### src/rtl/rf_write_arbiter.sv
// ---------------------------------------------------------------------------
// rf_write_arbiter
//
// Shares the single write port (WEN/RW/busW) of an 8x8 register file between
// two requesters, A and B. Each requester owns a one-deep holding buffer
// with a valid/ready handshake. When both buffers are full, a round-robin
// pointer resolves the conflict.
//
// Optional feature macro: RF_ARB_INIT_EN
//   defined   : after reset, an init sweep writes 8'h00 to registers 0..7
//               before any request is accepted (init_busy high meanwhile).
//   undefined : reset goes straight to arbitration and init_busy is tied 0.
//
// Ports
//   Clk               clock, all state updates on posedge
//   Rst               synchronous active-high reset
//   a_valid/a_ready   requester A handshake (accept = valid && ready)
//   a_addr/a_data     requester A write address / data
//   b_*               same set for requester B
//   WEN/RW/busW       register-file write enable / address / data
//   grant_a/grant_b   the current WEN cycle carries A's / B's buffered write
//   init_busy         init sweep in progress
// ---------------------------------------------------------------------------
module rf_write_arbiter #(
   parameter int AW = 3,
   parameter int DW = 8
) (
   input  logic          Clk,
   input  logic          Rst,
   input  logic          a_valid,
   output logic          a_ready,
   input  logic [AW-1:0] a_addr,
   input  logic [DW-1:0] a_data,
   input  logic          b_valid,
   output logic          b_ready,
   input  logic [AW-1:0] b_addr,
   input  logic [DW-1:0] b_data,
   output logic          WEN,
   output logic [AW-1:0] RW,
   output logic [DW-1:0] busW,
   output logic          grant_a,
   output logic          grant_b,
   output logic          init_busy
);

   // Requester index 0 = A, 1 = B.
   logic [1:0]    req_valid;
   logic [AW-1:0] req_addr [2];
   logic [DW-1:0] req_data [2];
   logic [1:0]    req_ready;
   logic [1:0]    sel;
   logic [1:0]    accept;

   logic [1:0]    hold_full_q, hold_full_d;
   logic [AW-1:0] hold_addr_q [2];
   logic [DW-1:0] hold_data_q [2];
   logic          prio_q, prio_d;   // 0 = A preferred, 1 = B preferred
   logic          in_arb;

   assign req_valid   = {b_valid, a_valid};
   assign req_addr[0] = a_addr;
   assign req_addr[1] = b_addr;
   assign req_data[0] = a_data;
   assign req_data[1] = b_data;

`ifdef RF_ARB_INIT_EN
   localparam logic [0:0] MODE_INIT = 1'b0;
   localparam logic [0:0] MODE_ARB  = 1'b1;

   logic [0:0]    mode_q, mode_d;
   logic [AW-1:0] cnt_q, cnt_d;

   assign in_arb = (mode_q == MODE_ARB);

   always_comb begin
      mode_d = mode_q;
      cnt_d  = cnt_q;
      if (mode_q == MODE_INIT) begin
         cnt_d = cnt_q + AW'(1);
         if (cnt_q == {AW{1'b1}}) begin
            mode_d = MODE_ARB;
         end
      end
   end

   always_ff @(posedge Clk) begin
      if (Rst) begin
         mode_q <= MODE_INIT;
         cnt_q  <= '0;
      end else begin
         mode_q <= mode_d;
         cnt_q  <= cnt_d;
      end
   end

   assign init_busy = ~in_arb;
`else
   assign in_arb    = 1'b1;
   assign init_busy = 1'b0;
`endif

   // Arbitration. Everything here is decoded from registered state only, so
   // there is no combinational path from a_valid/b_valid to WEN. Rst gates
   // grants and readies directly so nothing moves while reset is held.
   always_comb begin
      sel[0] = in_arb && !Rst && hold_full_q[0] && (!hold_full_q[1] || !prio_q);
      sel[1] = in_arb && !Rst && hold_full_q[1] && !sel[0];
   end

   // Per-requester handshake and hold next-state. A hold that is granted this
   // cycle frees up at the same edge, so it can take a new request at once
   // (this allows streaming at one write per cycle).
   genvar gi;
   generate
      for (gi = 0; gi < 2; gi++) begin : g_req
         assign req_ready[gi]   = in_arb && !Rst && (!hold_full_q[gi] || sel[gi]);
         assign accept[gi]      = req_valid[gi] && req_ready[gi];
         assign hold_full_d[gi] = accept[gi] || (hold_full_q[gi] && !sel[gi]);
      end
   endgenerate

   // After a grant the other requester gets preference. Without a grant the
   // pointer is left alone.
   always_comb begin
      prio_d = prio_q;
      if (sel[0]) begin
         prio_d = 1'b1;
      end else if (sel[1]) begin
         prio_d = 1'b0;
      end
   end

   always_ff @(posedge Clk) begin
      if (Rst) begin
         hold_full_q <= '0;
         prio_q      <= 1'b0;
      end else begin
         hold_full_q <= hold_full_d;
         prio_q      <= prio_d;
      end
   end

   // Hold payload needs no reset because it is qualified by hold_full_q.
   always_ff @(posedge Clk) begin
      for (int i = 0; i < 2; i++) begin
         if (accept[i]) begin
            hold_addr_q[i] <= req_addr[i];
            hold_data_q[i] <= req_data[i];
         end
      end
   end

   // Write port mux. The address and data read 0 whenever WEN is low.
   always_comb begin
      WEN  = 1'b0;
      RW   = '0;
      busW = '0;
      if (!Rst && !in_arb) begin
`ifdef RF_ARB_INIT_EN
         WEN = 1'b1;
         RW  = cnt_q;
`endif
      end else if (sel[0]) begin
         WEN  = 1'b1;
         RW   = hold_addr_q[0];
         busW = hold_data_q[0];
      end else if (sel[1]) begin
         WEN  = 1'b1;
         RW   = hold_addr_q[1];
         busW = hold_data_q[1];
      end
   end

   assign grant_a = sel[0];
   assign grant_b = sel[1];
   assign a_ready = req_ready[0];
   assign b_ready = req_ready[1];

endmodule

### config.mk
export PLATFORM = sky130hd
export DESIGN_NAME = rf_write_arbiter
export DESIGN_NICKNAME = d
export VERILOG_FILES = /design/src/rtl/rf_write_arbiter.sv
export SDC_FILE = /design/constraint.sdc
export NUM_CORES = 1
export LEC_CHECK = 0
export ABC_CLOCK_PERIOD_IN_PS = 2200
export BUFFER_PORTS_ARGS = -buffer_cell sky130_fd_sc_hd__buf_4
export CORE_MARGIN = 2
export CORE_UTILIZATION = 48
export DETAILED_ROUTE_END_ITERATION = 8
export PLACE_DENSITY_LB_ADDON = 0.2
export SYNTH_ARGS = -nofsm -noshare
export SYNTH_HDL_FRONTEND = slang
export SYNTH_SLANG_ARGS = --single-unit
### constraint.sdc
create_clock -name Clk -period 2.2 [get_ports Clk]
set_input_delay 0.55 -clock Clk [delete_from_list [all_inputs] [get_ports Clk]]
set_output_delay 0.55 -clock Clk [all_outputs]
set_load 0.005 [all_outputs]
=== Word-level counts from Yosys, hierarchy flattened ===
Memories as Yosys holds them, arrays and structs flattened.
Cells that the tools add are included.
Widths: inputs -> output; s select.

* Muxes and demuxes: 12
* Reduce and logical (&&, ||, !) cells: 22

{| class="wikitable"
|+ Operators with widths
! kind !! count
|-
| $mux 8 || 2
|-
| $logic_and 1x1->1 || 10
|-
| $mux 1 || 8
|-
| $logic_not 1->1 || 6
|-
| $mux 3 || 2
|-
| $logic_or 1x1->1 || 5
|-
| $reduce_bool 2->1 || 1
|}

* Output and inout bits: 17
* Memories kept: 2
* Register bits after elaboration: 3
* Bits in writable memories: 22
* Input port bits: 26

{| class="wikitable"
|+ Memory list
! name !! depth !! bits a word !! read ports !! clocked after Yosys merged registers in !! write ports !! line !! text
|-
| hold_data_q || 2 || 8 || 2 || 0 || 2 || 56 || <nowiki>logic [DW-1:0] hold_data_q [2];</nowiki>
|-
| hold_addr_q || 2 || 3 || 2 || 0 || 2 || 55 || <nowiki>logic [AW-1:0] hold_addr_q [2];</nowiki>
|}

=== Depth between registers and ports, before layout ===
Gate-level depths: netlist of run 1.

* Depth in word-level cells: 10
* Gate-level depth with buffers: 4
* Mapped depth without buffers: 2

=== Worst setup path after synthesis of run 1 ===
OpenSTA, ideal clock, no wires.

* Kind: input -> register
* Start point: input Rst
* End point: memory hold_addr_q[1][0], in the netlist hold_addr_q[0][3] (enable)
* Arrival: 1.592 ns
* Path buffers: 1
* Cell stages on the path: 2
* Library setup time: 0.396 ns
* Path slack: 0.212 ns
* Required time: 1.804 ns
* Path through: clkbuf_8 -> nor3b_1

{| class="wikitable"
|+ RTL lines
! element !! line !! text
|-
| from (decl) || 29 || <nowiki>input logic Rst,</nowiki>
|-
| to (decl) || 55 ||
|}

=== Worst setup path after layout of run 1 ===
* Start point: register hold_full_q[0]
* End point: output busW[4]

* Longest elaborated chain between the ends: 6

{| class="wikitable"
|+ Ends and longest elaborated chain
! element !! line !! text
|-
| from (decl) || 54 || <nowiki>logic [1:0] hold_full_q, hold_full_d;</nowiki>
|-
| from (signal assigned) || 138 || <nowiki>hold_full_q <= hold_full_d;</nowiki>
|-
| $logic_and 1x1->1 * (2 in a row) || 106 || <nowiki>sel[0] = in_arb && !Rst && hold_full_q[0] && (!hold_full_q[1] || !prio_q);</nowiki>
|-
| $logic_not 1->1 || 107 || <nowiki>sel[1] = in_arb && !Rst && hold_full_q[1] && !sel[0];</nowiki>
|-
| $logic_and 1x1->1 || 107 ||
|-
| $mux 8 || 167 || <nowiki>end else if (sel[1]) begin</nowiki>
|-
| $mux 8 * || 163 || <nowiki>end else if (sel[0]) begin</nowiki>
|-
| to (decl) || 40 || <nowiki>output logic [DW-1:0] busW,</nowiki>
|}

Every way passes the cells marked *; elsewhere a longest branch is shown, timed or not.

==> impl_metrics.env, run 1 <==
export IMPL_die_height_microns=54.3
export IMPL_clk_pin_slew_ns=0.12
export IMPL_crit_fanout=14
export IMPL_h_tree_depth=1
export IMPL_clkPwrFrac_pct=22.2
export IMPL_antenna_cells=0
export IMPL_place_area_sq_um=1500
export IMPL_p_total_w=0.000887
export IMPL_grt_max_degree=32
export IMPL_drtAntennaViolNets=0
export IMPL_placed_cells=149
export IMPL_hp_class="input pin to flip-flop"
export IMPL_cp_top_family="simple AND/OR/NAND/NOR gates"
export IMPL_setup_viol=0
export IMPL_r2r_setup_slack_ns=0.61
export IMPL_intPower_w=0.000690
export IMPL_p_per_area_nw_per_um2=572
export IMPL_seq_power_share_pct=62.2
export IMPL_grt_pass1_vias=734
export IMPL_grt_pass1_wl_mm=3.25
export IMPL_syn_nets=111
export IMPL_hold_path_end="hold_addr_q[0][2]$_DFFE_PP_"
export IMPL_cts_max_path_buffers=2
export IMPL_crit_arrival_ns=1.54
export IMPL_rsz0062_at_grt="false"
export IMPL_row_count=18
export IMPL_reg2regPathDepth=3
export IMPL_synth_edff_count=22
export IMPL_syn_area_per_cell_sq_um=14.3
export IMPL_fillerInstances=184
export IMPL_p_switching_w=0.000197
export IMPL_synthTopCellsByArea="edfxtp_1 54%, o32ai_2 12%, nand2b_1 11%"
export IMPL_synth_area_leader_cell="edfxtp_1"
export IMPL_ys_async_sr_fraction_pct=0
export IMPL_multi_input_area_sq_um=415
export IMPL_cts_tree="done"
export IMPL_register_area_sq_um=722
export IMPL_antenna_found_initial=0
export IMPL_final_cells=156
export IMPL_end_kind="output port"
export IMPL_synth_seq_cells=25
export IMPL_grtUsageTotal_pct=16.1
export IMPL_drive_gt1_share_pct=49.2
export IMPL_clk_latency_ns=0.31
export IMPL_num_nets_final=153
export IMPL_wirelength_mm=2.18
export IMPL_dieWidth_microns=54.3
export IMPL_path_cells="nor2b_4 -> o32ai_2 -> buf_4"
export IMPL_design_area_sq_um=1550
export IMPL_synth_seq_area_share_pct=59.3
export IMPL_power_frac_comb_pct=15.6
export IMPL_utilization_pct=63.7
export IMPL_drt_iter0_markers=5
export IMPL_min_period_ns=2.09
export IMPL_hold_start="a_addr[2]"
export IMPL_max_stage_delay_ns=0.46
export IMPL_drv_slew=0
export IMPL_sw_frac_of_total_pct=22.3
export IMPL_area_growth_pct=27.5
export IMPL_synth_ff_type="edfxtp_1"
export IMPL_drc=0
export IMPL_port_buffers=41
export IMPL_syn_area_sq_um=1220
export IMPL_firstDrtPassIters=3
export IMPL_crit_buf_inv=1
export IMPL_synth_common_cells="22 x edfxtp_1, 22 x nand2b_1, 9 x o32ai_2"
export IMPL_die_area_sq_um=2950
export IMPL_critPathSlowestCell="nor2b_4"
export IMPL_fin_tns_setup_ns=0
export IMPL_p_leak_nw=0.604
export IMPL_core_area_sq_um=2430
export IMPL_cts_made_buffers=3
export IMPL_yosys_cell_types_count=23
export IMPL_rr_endpoint="hold_data_q[0][13]$_DFFE_PP_"
export IMPL_ys_warn_count=0
export IMPL_peakVddDrop_mv=0.486
export IMPL_outcome="finished, final reports clean"
export IMPL_worstHoldPathCells=1
export IMPL_routedWlPerCell_microns=13.9
export IMPL_gp_congestion=0.690
export IMPL_min_period_over_period_pct=94.9
export IMPL_clock_sinks=25
export IMPL_grt_overflow_total=0
export IMPL_cp_required_ns=1.65
export IMPL_netlist_instances=85
export IMPL_cap_violations=0
export IMPL_crit_type="flip-flop to output port"
export IMPL_hold_viol=0
export IMPL_vias_per_cell=5.11
export IMPL_vias=797
export IMPL_start_kind="flip-flop"
export IMPL_io_pins=43
export IMPL_start_util_pct=50.0
export IMPL_fmax_mhz=479
export IMPL_clock_skew_ns=0.00144
export IMPL_root_buffer="clkbuf_4"
export IMPL_synth_top_area_share_pct=54.3
export IMPL_r2r_start="prio_q$_SDFFE_PP0P_"
==> metrics by stage <==
step	worst slack, ns	hold WS (ns)
global route	0.0178	0.378
global placement	0.377	0.551
CTS	0.0252	0.402
floorplan	0.212	0.520
detailed placement	0.327	0.606
finish	0.113	0.404
==> layer usage <==
| layer | vias to the layer above | GRT usage, % | wire length (microns) |
|---|---|---|---|
| met2 | 26 | 28.3 | 1120 |
| met3 | 5 | 3.83 | 127 |
| met1 | 371 | 18.8 | 899 |
| met4 | 0 | 6.25 | 28 |
| met5 | - | 0 | 0 |
| li1 | 395 | - | - |
==> worst max path at each step <==
stage	from	end	slack [ns]	cells after the start
detailed placement	Rst	RW[2]	0.33	4
CTS	hold_full_q[1]$_SDFF_PP0_	busW[1]	0.03	4
global route	hold_full_q[0]$_SDFF_PP0_	RW[2]	0.02	3
floorplan	Rst	hold_addr_q[0][3]$_DFFE_PP_	0.21	2
finish	hold_full_q[0]$_SDFF_PP0_	busW[4]	0.11	3
global placement	Rst	busW[6]	0.38	4
==> worst reg2reg max path, stage by stage (launching register included) <==
cell	delay, ns
dfxtp_1	0.49
nand3b_1	0.17
nor3b_2	0.41
buf_4	0.25
==> kinds of logic after synthesis <==
group                  share of synthesized area (%)
AO/OA/AOI/OAI                                   17.0
buffers and inverters                           7.00
flip-flops                                      59.3
AND/OR/NAND/NOR                                 16.5
other                                          0.308
==> cells in the final DEF (no fill, tap or decap) <==
cell type,count
a21bo_2,1
a21oi_1,2
a31oi_1,2
and2_1,1
and2b_1,1
buf_4,45
clkbuf_1,1
clkbuf_4,3
clkinvlp_4,1
conb_1,1
dfxtp_1,2
dfxtp_2,1
edfxtp_1,22
inv_1,1
nand2b_1,22
nand3b_1,1
nor2_1,4
nor2b_4,1
nor3_1,1
nor3b_2,1
o21ba_1,1
o32ai_1,2
o32ai_2,9
==> power groups by stage <==
| stage | Clock [W] | Sequential, W | Combinational (W) |
|---|---|---|---|
| 2_1_floorplan | 0 | 0.000557 | 0.0000815 |
| 3_3_place_gp | 0 | 0.000560 | 0.000131 |
| 3_5_place_dp | 0 | 0.000562 | 0.000136 |
| 4_1_cts | 0.000198 | 0.000551 | 0.000141 |
| 5_1_grt | 0.000222 | 0.000554 | 0.000152 |
| 6_report | 0.000197 | 0.000552 | 0.000139 |
==> state kept, by name (all words and copies together) (netlist names) <==
name,flops
prio_q,1
hold_full_q,2
hold_data_q,16
hold_addr_q,6
==> repair_timing <==
item,CTS,global route
gates resized for setup,1,1
gates cloned,0,0
setup endpoints to repair,1,12
hold buffers,0,0
buffers inserted,3,0
==> final cells by class <==
cell class,instances,area share [%]
Timing Repair Buffer,45,21.8
Tap cell,30,2.42
Sequential cell,25,46.6
Inverter,2,0.726
Multi-Input combinational cell,50,26.8
Clock buffer,4,1.69
(Power assumes the default switching activity.)
==> run 2, diff against run 1 <==
--- a/config.mk
+++ b/config.mk
@@ -7,8 +7,10 @@
 export LEC_CHECK = 0
 export ABC_CLOCK_PERIOD_IN_PS = 2200
 export BUFFER_PORTS_ARGS = -buffer_cell sky130_fd_sc_hd__buf_4
+export CELL_PAD_IN_SITES_DETAIL_PLACEMENT = 0
+export CELL_PAD_IN_SITES_GLOBAL_PLACEMENT = 1
 export CORE_MARGIN = 2
-export CORE_UTILIZATION = 48
+export CORE_UTILIZATION = 38
 export DETAILED_ROUTE_END_ITERATION = 8
 export PLACE_DENSITY_LB_ADDON = 0.2
 export SYNTH_ARGS = -nofsm -noshare
==> impl_metrics.env, run 2 (same netlist as run 1, synthesis figures left out) <==
export IMPL_startpoint="hold_full_q[1]$_SDFF_PP0_"
export IMPL_register_area_sq_um=722
export IMPL_peakVddDrop_mv=0.383
export IMPL_grt_overflow_total=0
export IMPL_die_height_microns=60.6
export IMPL_clk_pin_slew_ns=0.14
export IMPL_rsz0062_at_grt="false"
export IMPL_clk_latency_ns=0.31
export IMPL_core_area_sq_um=3050
export IMPL_largest_register="hold_data_q"
export IMPL_drtAntennaViolNets=0
export IMPL_drc=0
export IMPL_critPathSlowestCell="dfxtp_2"
export IMPL_whs_ns=0.398
export IMPL_gp_congestion=0.683
export IMPL_max_stage_delay_ns=0.45
export IMPL_dieWidth_microns=60.6
export IMPL_fillerInstances=292
export IMPL_io_pins=43
export IMPL_vias_per_cell=4.56
export IMPL_crit_top_cell="buf_4"
export IMPL_cp_required_ns=1.65
export IMPL_crit_buf_inv=3
export IMPL_min_period_over_period_pct=93.6
export IMPL_drv_slew=0
export IMPL_cts_tree="done"
export IMPL_cts_made_buffers=3
export IMPL_hold_buffers=0
export IMPL_top_regs="hold_data_q: 16 flops, hold_addr_q: 6 flops, hold_full_q: 2 flops"
export IMPL_antenna_found_initial=0
export IMPL_cap_violations=0
export IMPL_grt_pass1_vias=728
export IMPL_r2r_start="hold_full_q[1]$_SDFF_PP0_"
export IMPL_design_area_sq_um=1570
export IMPL_start_util_pct=39.8
export IMPL_die_area_sq_um=3670
export IMPL_largest_register_ffs=16
export IMPL_fmax_mhz=486
export IMPL_post_dp_hpwl_mm=1.56
export IMPL_fin_tns_setup_ns=0
export IMPL_crit_fanout=8
export IMPL_grtUsageTotal_pct=12.5
export IMPL_outcome="finished, final reports clean"
export IMPL_place_area_sq_um=1520
export IMPL_min_period_ns=2.06
export IMPL_hold_start="a_data[0]"
export IMPL_vias=775
export IMPL_wirelength_mm=2.08
export IMPL_final_cell_mix="45 x buf_4, 22 x nand2b_1, 22 x edfxtp_1"
export IMPL_grt_max_degree=32
export IMPL_port_buffers=41
export IMPL_layout_cells_most_common="buf_4"
export IMPL_crit_arrival_ns=1.51
export IMPL_routedWlPerCell_microns=12.2
export IMPL_root_buffer="clkbuf_4"
export IMPL_drt_iter0_markers=4
export IMPL_num_nets_final=153
export IMPL_h_tree_depth=1
export IMPL_antenna_cells=0
export IMPL_crit_type="flip-flop to output port"
export IMPL_end_kind="output port"
export IMPL_hp_class="input pin to flip-flop"
export IMPL_p_per_area_nw_per_um2=570
export IMPL_cts_max_path_buffers=2
export IMPL_row_count=20
export IMPL_path_cells="clkinvlp_4 -> buf_4 -> o32ai_2 -> buf_4"
export IMPL_area_growth_pct=29.2
export IMPL_multi_input_area_sq_um=415
export IMPL_start_kind="flip-flop"
export IMPL_grt_pass1_wl_mm=3.27
export IMPL_drive_gt1_share_pct=50.0
export IMPL_clock_skew_ns=0.00136
export IMPL_cp_top_family="buffers and inverters"
export IMPL_setup_viol=0
export IMPL_firstDrtPassIters=3
export IMPL_clock_sinks=25
export IMPL_hold_viol=0
export IMPL_p_leak_nw=0.604
==> run 2: final cells by class <==
class	instances	area share [%]
Tap cell	44	3.50
Multi-Input combinational cell	50	26.4
Timing Repair Buffer	45	21.5
Sequential cell	25	45.9
Clock buffer	3	1.43
Inverter	2	0.717
Clock inverter	1	0.478
==> run 2: per-layer routing <==
metal / vias to the layer above / wire (microns) / track usage [%]
li1: 392 / - / -
met1: 352 / 878 / 14.9
met2: 26 / 1080 / 21.8
met3: 5 / 83 / 2.56
met4: 0 / 34 / 5.59
met5: - / 0 / 0
==> run 2: repair_timing <==
action / CTS / global route
resized for setup: 2 / 0
setup endpoints to repair: 2 / 0
buffers inserted: 2 / 0
==> run 2: power by group <==
group	internal [W]	leakage, nW	switching (W)	total, W
Combinational	0.0000789	0.358	0.0000586	0.000138
Sequential	0.000540	0.231	0.0000108	0.000551
Clock	0.0000694	0.0139	0.000137	0.000207
Total	0.000688	0.604	0.000207	0.000895
==> run 2: path summary, 6_finish.rpt <==
kind	slack, ns	end	cells past startpoint
worst min register to register	0.58	hold_full_q[1]$_SDFF_PP0_	2
worst min-delay path	0.40	hold_data_q[0][0]$_DFFE_PP_	1
worst max register to register	0.78	hold_data_q[0][5]$_DFFE_PP_	2
worst max-delay path	0.14	busW[0]	4
==> run 2: metrics by stage <==
step / cells / utilization (%) / worst slack [ns] / total power, W
6_report: 170 / 51.5 / 0.142 / 0.000895
5_1_grt: 170 / 51.5 / 0.0318 / 0.000940
4_1_cts: 170 / 51.5 / 0.117 / 0.000907
3_5_place_dp: 164 / 49.8 / 0.313 / 0.000698
3_3_place_gp: 164 / 49.8 / 0.362 / 0.000694
2_1_floorplan: 85 / - / 0.212 / 0.000639
==> run 3, diff against run 2 <==
--- a/config.mk
+++ b/config.mk
@@ -5,12 +5,14 @@
 export SDC_FILE = /design/constraint.sdc
 export NUM_CORES = 1
 export LEC_CHECK = 0
+export ABC_AREA = 1
 export ABC_CLOCK_PERIOD_IN_PS = 2200
 export BUFFER_PORTS_ARGS = -buffer_cell sky130_fd_sc_hd__buf_4
 export CELL_PAD_IN_SITES_DETAIL_PLACEMENT = 0
-export CELL_PAD_IN_SITES_GLOBAL_PLACEMENT = 1
+export CELL_PAD_IN_SITES_GLOBAL_PLACEMENT = 2
+export CORE_ASPECT_RATIO = 0.7
 export CORE_MARGIN = 2
-export CORE_UTILIZATION = 38
+export CORE_UTILIZATION = 27
 export DETAILED_ROUTE_END_ITERATION = 8
 export PLACE_DENSITY_LB_ADDON = 0.2
 export SYNTH_ARGS = -nofsm -noshare
==> impl_metrics.env, run 3 <==
export IMPL_timing_final_ws_setup_ns=0.193
export IMPL_grt_pass1_wl_mm=3.23
export IMPL_io_pins=43
export IMPL_p_total_w=0.000921
export IMPL_drt_iter0_markers=22
export IMPL_synth_top_area_share_pct=67.2
export IMPL_path_cells="nand2_1 -> nand3_2 -> clkinvlp_4 -> nand2_1 -> nand2_1 -> buf_4"
export IMPL_synth_common_cells="38 x nand2_1, 22 x edfxtp_1, 6 x inv_1"
export IMPL_grt_max_degree=15
export IMPL_start_kind="flip-flop"
export IMPL_min_period_ns=2.01
export IMPL_layout_cells_most_common="buf_4"
export IMPL_firstDrtPassIters=4
export IMPL_post_dp_hpwl_mm=1.46
export IMPL_hold_viol=0
export IMPL_clk_pin_slew_ns=0.08
export IMPL_routedWlPerCell_microns=11.4
export IMPL_synth_ff_type="edfxtp_1"
export IMPL_synth_seq_area_share_pct=73.3
export IMPL_fin_tns_setup_ns=0
export IMPL_die_height_microns=54.5
export IMPL_crit_arrival_ns=1.46
export IMPL_cts_tree="done"
export IMPL_synth_area_leader_cell="edfxtp_1"
export IMPL_fmax_mhz=498
export IMPL_rsz0062_at_grt="false"
export IMPL_vias=728
export IMPL_drive_gt1_share_pct=39.5
export IMPL_yosys_cell_types_count=14
export IMPL_row_count=18
export IMPL_syn_area_sq_um=983
export IMPL_clk_latency_ns=0.26
export IMPL_cp_top_family="simple AND/OR/NAND/NOR gates"
export IMPL_clock_sinks=25
export IMPL_hp_class="input pin to flip-flop"
export IMPL_crit_top_cell="nand2_1"
export IMPL_largest_register="hold_data_q"
export IMPL_place_ws_ns=0.0918
export IMPL_cts_made_buffers=3
export IMPL_p_per_area_nw_per_um2=667
export IMPL_die_area_sq_um=4150
export IMPL_setup_viol=0
export IMPL_clock_skew_ns=0.00424
export IMPL_p_leak_nw=0.630
export IMPL_wirelength_mm=2.04
export IMPL_antenna_cells=0
export IMPL_final_cell_mix="42 x buf_4, 38 x nand2_1, 22 x edfxtp_1"
export IMPL_h_tree_depth=1
export IMPL_cap_violations=0
export IMPL_num_nets_final=156
export IMPL_peakVddDrop_mv=0.379
export IMPL_max_stage_delay_ns=0.38
export IMPL_cts_max_path_buffers=2
export IMPL_largest_register_ffs=16
export IMPL_gp_congestion=0.779
export IMPL_drc=0
export IMPL_ys_warn_count=0
export IMPL_root_buffer="clkbuf_8"
export IMPL_cp_required_ns=1.65
export IMPL_critPathSlowestCell="dfxtp_1"
export IMPL_synth_seq_cells=25
export IMPL_ys_async_sr_fraction_pct=0
export IMPL_end_kind="output port"
export IMPL_antenna_found_initial=0
export IMPL_synth_edff_count=22
export IMPL_drv_slew=0
export IMPL_outcome="finished, final reports clean"
export IMPL_port_buffers=41
export IMPL_whs_ns=0.457
export IMPL_top_regs="hold_data_q: 16 flops, hold_addr_q: 6 flops, hold_full_q: 2 flops"
export IMPL_grtUsageTotal_pct=10.4
export IMPL_crit_type="flip-flop to output port"
export IMPL_crit_fanout=13
export IMPL_synthTopCellsByArea="edfxtp_1 67%, nand2_1 15%, dfxtp_1 6.1%"
export IMPL_grt_overflow_total=0
export IMPL_area_growth_pct=40.5
export IMPL_hold_buffers=0
export IMPL_start_util_pct=28.0
export IMPL_drtAntennaViolNets=0
export IMPL_min_period_over_period_pct=91.2
export IMPL_grt_pass1_vias=720
export IMPL_syn_nets=112
export IMPL_crit_buf_inv=2
export IMPL_core_area_sq_um=3510
export IMPL_vias_per_cell=4.07
export IMPL_dieWidth_microns=76.1
export IMPL_yosysMostFrequentCell="nand2_1"
export IMPL_netlist_instances=86
export IMPL_syn_area_per_cell_sq_um=11.4
-- run 3: layout make-up --
type / count / area, sq um
inverters: 8 / 33.8
fillers: 371 / 2130
clock buffers: 3 / 41.3
well taps: 50 / 62.6
repair buffers: 42 / 315
clock inverters: 1 / 5.00
flip-flops and latches: 25 / 721
multi-input cells: 50 / 203
-- run 3: power by group --
group	switching [W]	internal [W]
clock network	0.000137	0.000126
logic	0.0000503	0.0000598
registers	0.00000730	0.000540
-- run 3: what timing repair did --
item,CTS,global route
gates resized for setup,0,1
buffers inserted,0,0
setup endpoints to repair,0,3
-- run 3: per-layer routing --
layer  track usage, %  share of wire, %  vias up
li1                 -                 -      359
met2             17.4                45       41
met4             1.82              0.29        0
met3             4.95               8.7        4
met5                0                 0        -
met1             12.9                46      324
-- run 3: cells by family (layout without fill, tap and decap cells) --
family	after synthesis	count (layout)	synth area share, %
AOI/OAI and AO/OA	4	4	2.03
buffers and inverters	11	54	6.11
DFF	25	25	73.3
other	1	1	0.381
and+or+nand+nor	45	45	18.2
-- run 3: per-stage QoR --
stage | cell area, sq um | instances | util, %
after floorplan | 983 | 86 | -
after global routing | 1380 | 179 | 39.3
after CTS | 1380 | 179 | 39.2
after detailed placement | 1330 | 175 | 37.9
after global placement | 1330 | 175 | 37.9
final | 1380 | 179 | 39.3
-- run 3: final timing paths --
path | end | from | cells past startpoint | slack, ns
setup reg to reg | hold_data_q[0][10]$_DFFE_PP_ | hold_full_q[1]$_SDFF_PP0_ | 6 | 0.68
setup / recovery | RW[2] | hold_full_q[1]$_SDFF_PP0_ | 6 | 0.19
hold reg to reg | prio_q$_SDFFE_PP0P_ | prio_q$_SDFFE_PP0P_ | 2 | 0.51
hold / removal | hold_data_q[0][14]$_DFFE_PP_ | b_data[6] | 1 | 0.46
-- run 3: worst register-to-register path, delay by kind of cell (launching register included) --
kind,cells,cell delay [ns]
buffers and inverters,1,0.35
DFF,1,0.38
and+or+nand+nor,5,0.43
